**config.mk**
```make
export PLATFORM = sky130hd
export DESIGN_NAME = fifo_wr_arbiter
export DESIGN_NICKNAME = d
export VERILOG_FILES = /design/src/rtl/fifo_arb_pkg.sv /design/src/rtl/rr_pick.sv /design/src/rtl/fifo_wr_arbiter.sv
export SDC_FILE = /design/constraint.sdc
export NUM_CORES = 1
export LEC_CHECK = 0
export CAP_MARGIN = 40
export CORE_UTILIZATION = 41
export CTS_BUF_LIST = sky130_fd_sc_hd__clkbuf_8
export DETAILED_ROUTE_END_ITERATION = 10
export PLACE_DENSITY = 0.95
export SYNTH_ARGS = -nofsm -noshare
export SYNTH_HDL_FRONTEND = slang
export SYNTH_SLANG_ARGS = --single-unit
```
**constraint.sdc**
```tcl
create_clock -name wclk -period 5.1 [get_ports wclk]
set_clock_uncertainty 0.05 [all_clocks]
set_input_delay 1.02 -clock wclk [delete_from_list [all_inputs] [get_ports wclk]]
set_output_delay 1.02 -clock wclk [all_outputs]
set_load 0.1 [all_outputs]
```
**src/rtl/fifo_arb_pkg.sv**
```systemverilog
// Purpose : shared definitions for the FIFO write arbiter (FSM encoding, width helper).
// Latency : n/a (package only).
// Backpress: n/a (package only).
//
// Contents:
//   arb_state_e : two-state arbiter FSM encoding (IDLE = 0, GRANT = 1)
//   clog2()     : ceiling log2, usable in parameter and port-width expressions
package fifo_arb_pkg;

  typedef enum logic {
    ST_IDLE  = 1'b0,
    ST_GRANT = 1'b1
  } arb_state_e;

  // Ceiling log2 of value; returns 0 for value <= 1.
  function automatic int clog2(input int value);
    int r;
    r = 0;
    while ((1 << r) < value) begin
      r = r + 1;
    end
    return r;
  endfunction

endpackage

```
**src/rtl/rr_pick.sv**
```systemverilog
// Purpose : rotating-priority picker; first valid requester at or above rr_ptr, wrapping.
// Latency : purely combinational, zero cycles.
// Backpress: none; the caller decides when the pick is used.
//
// Ports:
//   req_valid [NREQ-1:0]  in   per-requester valid
//   rr_ptr    [IDX_W-1:0] in   index with highest priority this cycle
//   any_valid             out  at least one requester is valid
//   pick_idx  [IDX_W-1:0] out  chosen index (0 when any_valid = 0)
module rr_pick
  import fifo_arb_pkg::*;
#(
  parameter int NREQ  = 4,
  parameter int IDX_W = clog2(NREQ)
) (
  input  logic [NREQ-1:0]  req_valid,
  input  logic [IDX_W-1:0] rr_ptr,
  output logic             any_valid,
  output logic [IDX_W-1:0] pick_idx
);

  int               cand;
  logic [IDX_W-1:0] cand_idx;

  // Walk NREQ positions starting at rr_ptr; modulo keeps the walk correct
  // when NREQ is not a power of two.
  always_comb begin
    any_valid = 1'b0;
    pick_idx  = '0;
    cand      = 0;
    cand_idx  = '0;
    for (int i = 0; i < NREQ; i++) begin
      cand     = (int'(rr_ptr) + i) % NREQ;
      cand_idx = IDX_W'(cand);
      if (!any_valid && req_valid[cand_idx]) begin
        any_valid = 1'b1;
        pick_idx  = cand_idx;
      end
    end
  end

endmodule

```
**src/rtl/fifo_wr_arbiter.sv**
```systemverilog
// Purpose : round-robin burst arbiter merging NREQ requesters onto one FIFO write port.
// Latency : 1 cycle from valid to grant; beats then pass combinationally (valid -> winc).
// Backpress: wfull drops the owner's ready and freezes the grant; awfull ends the burst.
//
// Ports:
//   wclk, wrst                  write clock, synchronous active-high reset
//   req_valid/req_data/req_ready per-requester handshake, data at [i*DSIZE +: DSIZE]
//   winc, wdata                 FIFO write strobe and data
//   wfull, awfull               FIFO full / almost-full flags
//   grant_id, busy              current owner (meaningful while busy), grant held
module fifo_wr_arbiter
  import fifo_arb_pkg::*;
#(
  parameter int DSIZE     = 8,
  parameter int NREQ      = 4,
  parameter int MAX_BURST = 4
) (
  input  logic                    wclk,
  input  logic                    wrst,
  input  logic [NREQ-1:0]         req_valid,
  input  logic [NREQ*DSIZE-1:0]   req_data,
  output logic [NREQ-1:0]         req_ready,
  output logic                    winc,
  output logic [DSIZE-1:0]        wdata,
  input  logic                    wfull,
  input  logic                    awfull,
  output logic [clog2(NREQ)-1:0]  grant_id,
  output logic                    busy
);

  localparam int IDX_W = clog2(NREQ);
  localparam int CNT_W = clog2(MAX_BURST) + 1;
  localparam logic [CNT_W-1:0] LAST_BEAT = CNT_W'(MAX_BURST - 1);
  localparam logic [IDX_W-1:0] LAST_IDX  = IDX_W'(NREQ - 1);

  arb_state_e       state_q, state_d;
  logic [IDX_W-1:0] owner_q, owner_d;
  logic [IDX_W-1:0] rr_ptr_q, rr_ptr_d;
  logic [CNT_W-1:0] cnt_q, cnt_d;

  logic             any_valid;
  logic [IDX_W-1:0] pick_idx;
  logic             owner_vld;
  logic             grant_open;
  logic             beat;
  logic             release_grant;

  rr_pick #(
    .NREQ  (NREQ),
    .IDX_W (IDX_W)
  ) u_rr_pick (
    .req_valid (req_valid),
    .rr_ptr    (rr_ptr_q),
    .any_valid (any_valid),
    .pick_idx  (pick_idx)
  );

  // Owner-side mux. Ready is gated by wfull directly so a beat can never
  // land in a full FIFO, even on the cycle wfull rises.
  always_comb begin
    grant_open = (state_q == ST_GRANT) && !wfull;
    owner_vld  = 1'b0;
    wdata      = '0;
    req_ready  = '0;
    for (int i = 0; i < NREQ; i++) begin
      if (owner_q == IDX_W'(i)) begin
        owner_vld    = req_valid[i];
        wdata        = req_data[i*DSIZE +: DSIZE];
        req_ready[i] = grant_open;
      end
    end
    beat = grant_open && owner_vld;
    winc = beat;
  end

  // Next-state logic. While wfull is high nothing moves: the owner keeps the
  // grant whatever it does with valid, and the burst counter holds.
  always_comb begin
    state_d       = state_q;
    owner_d       = owner_q;
    rr_ptr_d      = rr_ptr_q;
    cnt_d         = cnt_q;
    release_grant = 1'b0;

    case (state_q)
      ST_IDLE: begin
        if (any_valid) begin
          state_d = ST_GRANT;
          owner_d = pick_idx;
          cnt_d   = '0;
        end
      end
      ST_GRANT: begin
        if (!wfull) begin
          if (beat) begin
            // Last permitted beat, or the FIFO is nearly full: hand over.
            if ((cnt_q == LAST_BEAT) || awfull) begin
              release_grant = 1'b1;
            end else begin
              cnt_d = cnt_q + 1'b1;
            end
          end else begin
            // Owner has nothing to send while the FIFO has room.
            release_grant = 1'b1;
          end
        end
      end
      default: begin
        state_d = ST_IDLE;
      end
    endcase

    if (release_grant) begin
      state_d  = ST_IDLE;
      cnt_d    = '0;
      rr_ptr_d = (owner_q == LAST_IDX) ? '0 : owner_q + 1'b1;
    end
  end

  always_ff @(posedge wclk) begin
    if (wrst) begin
      state_q  <= ST_IDLE;
      owner_q  <= '0;
      rr_ptr_q <= '0;
      cnt_q    <= '0;
    end else begin
      state_q  <= state_d;
      owner_q  <= owner_d;
      rr_ptr_q <= rr_ptr_d;
      cnt_q    <= cnt_d;
    end
  end

  assign busy     = (state_q == ST_GRANT);
  assign grant_id = owner_q;

endmodule

```
==> summary.txt <==
Synthesis
  – Synth top area share: 0.180
  – Synth warn: 0
  – Async SR Flop Fraction: 0
  – Synth cell types: 31
  – Most instantiated cells after synthesis: 20 x a21oi_1, 17 x nand2_1, 9 x nand3b_1
  – Ranking of synthesized cells by area: dfxtp_1 18%, a21oi_1 11%, ha_1 8.4%
  – Syn Nets: 173
  – EDFF count, synth: 0
  – Syn Area/Cell: 7.00 um^2
  – Sequential element share of the synthesized area: 0.180
  – Yosys reg bits: 8
  – Mapped Cells: 127
  – Top-count cell post-synth: a21oi_1
  – Post-Synthesis Cell Area: roughly 890 um^2
  – Yosys top cell by area: dfxtp_1
  – Main synth FF type: dfxtp_1

Clock tree
  – Clk slew on worst S/H paths: about 40 ps
  – Root Driver: clkbuf_8
  – TritonCTS buffer count: 3
  – Htree depth: 1
  – CTS tree: done
  – Longest Clk Path Bufs: 2
  – Number of gates resized after cts: 0
  – Worst-Skew Late Latency: about 230 ps
  – Hold_buf cts: 0
  – Post-CTS Setup Bufs: 0
  – Clock sinks: 8

Power and ir drop
  – PD cells: 279 nW/um^2
  – Sw frac: 0.514
  – VDD IR-drop max: 0.000197 V
  – Gate power share: 0.638
  – Clock power frac: 0.187
  – Register share of total power: 0.174
  – LEAKAGE: between 0.5 and 0.6 nW
  – P_sw: 0.213 mW
  – Internal power: 0.201 mW

Detailed routing
  – Vias per cell: 5.43
  – DRC Markers: 0
  – Vias: approximately 1,100
  – Avg WL per Cell: 13.9 um
  – Initial DRC count: 36
  – DRT Pass-1 Iters: 4
  – Routed Wire Length: 2880 um
  – Final ANT Viol Nets: 0

Critical path
  – Crit-path slowest cell: clkdlybuf4s50_1
  – CP required: 4030 ps
  – Delay of the slowest critical-path stage: 610 ps
  – WP data arrival: around 2600 ps
  – Crit-path cells: clkdlybuf4s50_1, nor3b_1, a211o_1, nor2_1, buf_4
  – Crit path kind: input pin to output pin
  – Crit start category: input pin
  – Critical path capture point type: output pin
  – Crit path max fanout: 8
  – Worst R2R Path Depth: 6

STA
  – Setup TNS: 0 ps
  – Setup ws final: around 1400 ps
  – Slew headroom: 0.558
  – Slew @ Worst Pin: 663 ps
  – Final Cycle Share: 0.717
  – Slew Viols, Final: 0
  – RSZ-0062 raised after global routing: no
  – Final Hold Fails: 0
  – Final min period: 3660 ps
  – Setup violations, final: 0
  – Peak Freq: 274 MHz

Die
  – Cell Rows: 16
  – Core area: 2000 um^2
  – Die height: between 40 and 50 um
  – Boundary pin count: 56
  – DIE WIDTH: 48.6 um
  – Initial core utilization: 0.444
  – Die area: about 2400 um^2

GRT
  – Largest net degree at the start of global routing: 22
  – Vias in the first global route: 1,042
  – Gr ovfl total: 0
  – Overall Global Routing Usage: 0.253
  – Initial antenna violation count: 0
  – First-pass GRT wire length: 4690 um

Finish
  – N_diodes: 0
  – Area grow syn2layout: 67.2%
  – Share of layout cells above drive strength 1: 0.117
  – Nets: 228

Placed design
  – Placer Congestion: 0.906
  – Port buffer count: 55
  – DP HPWL: 2110 um
  – Pre-CTS WS: 1470 ps

Worst hold path
  – Hold depth: 2
  – HP Class: flip-flop to flip-flop

Run
  – Max_cap viols: 0

Run status
  – Status: complete, no violations
power groups by stage:
stage          Sequential (mW)  Clock, mW  Combinational, mW
2_1_floorplan           0.0872          0              0.173
3_3_place_gp            0.0728          0              0.253
3_5_place_dp            0.0730          0              0.264
4_1_cts                 0.0721     0.0792              0.265
5_1_grt                 0.0728     0.0840              0.278
6_report                0.0723     0.0777              0.265
layer usage:
layer,vias to the layer above,track usage,routed length [um]
met5,-,0,0
met4,0,0.127,57
met3,7,0.0503,244
met2,66,0.444,1370
met1,493,0.289,1200
li1,557,-,-
per-stage QoR:
step / cells / util / total power [mW] / hold slack (ps) / cell area, um^2
2_1_floorplan: 127 / - / 0.260 / 423 / 890
3_3_place_gp: 201 / 0.700 / 0.326 / 438 / 1400
3_5_place_dp: 204 / 0.723 / 0.337 / 458 / 1450
4_1_cts: 207 / 0.743 / 0.416 / 467 / 1490
5_1_grt: 207 / 0.743 / 0.434 / 477 / 1490
6_report: 207 / 0.743 / 0.415 / 469 / 1490
logic make-up (layout without fill, tap and decap cells):
kind of cell	after synthesis	after routing	synth area share
compound gates	41	41	0.281
buf+inv	14	67	0.0703
simple gates	55	55	0.345
fa+ha+maj	6	6	0.0844
flops	8	8	0.180
mux	3	3	0.0394
state kept, by name, indices dropped and copies added, names as in the netlist:
register,count
cnt_q,3
rr_ptr_q,2
busy,1
grant_id,2
cell usage in the layout (no fill, tap or decap), drive strengths merged:
cell | netlist | routed
dfxtp | 8 | 8
a221oi | 1 | 1
a21oi | 20 | 20
a211o | 1 | 1
inv | 6 | 6
or4 | 2 | 2
and3b | 1 | 1
clkdlybuf4s50 | 0 | 42
a21boi | 1 | 1
nand2b | 8 | 8
nor2 | 5 | 5
ha | 6 | 6
nor2b | 2 | 2
nor3b | 1 | 1
nand3b | 9 | 9
mux2 | 1 | 1
a211oi | 4 | 4
or3 | 3 | 3
buf | 5 | 16
o211ai | 3 | 3
o41ai | 1 | 1
and2 | 4 | 4
o21ai | 8 | 8
clkbuf | 3 | 3
o22ai | 1 | 1
mux2i | 2 | 2
nand4b | 1 | 1
o31a | 1 | 1
nand2 | 17 | 17
nor3 | 2 | 2
final timing paths:
| kind | from | end | slack (ps) |
|---|---|---|---|
| max reg2reg | grant_id[0] | rr_ptr_q[0] | 2690 |
| min reg2reg | cnt_q[2] | cnt_q[2] | 470 |
| min | cnt_q[2] | cnt_q[2] | 470 |
| max | req_valid[2] | winc | 1440 |
area by class of cell:
cell class	instances	area, um^2
sequential	8	160
timing repair buffer	58	563
multi-input combinational	105	667
fill	146	514
tap	27	33.8
inverter	6	22.5
clock buffer	3	41.3
critical path, delay by kind of cell:
family,cells,cell delay (ps)
simple gates,2,250
buf+inv,2,920
compound gates,1,400
No activity file was read; power rests on OpenSTA's default activity.
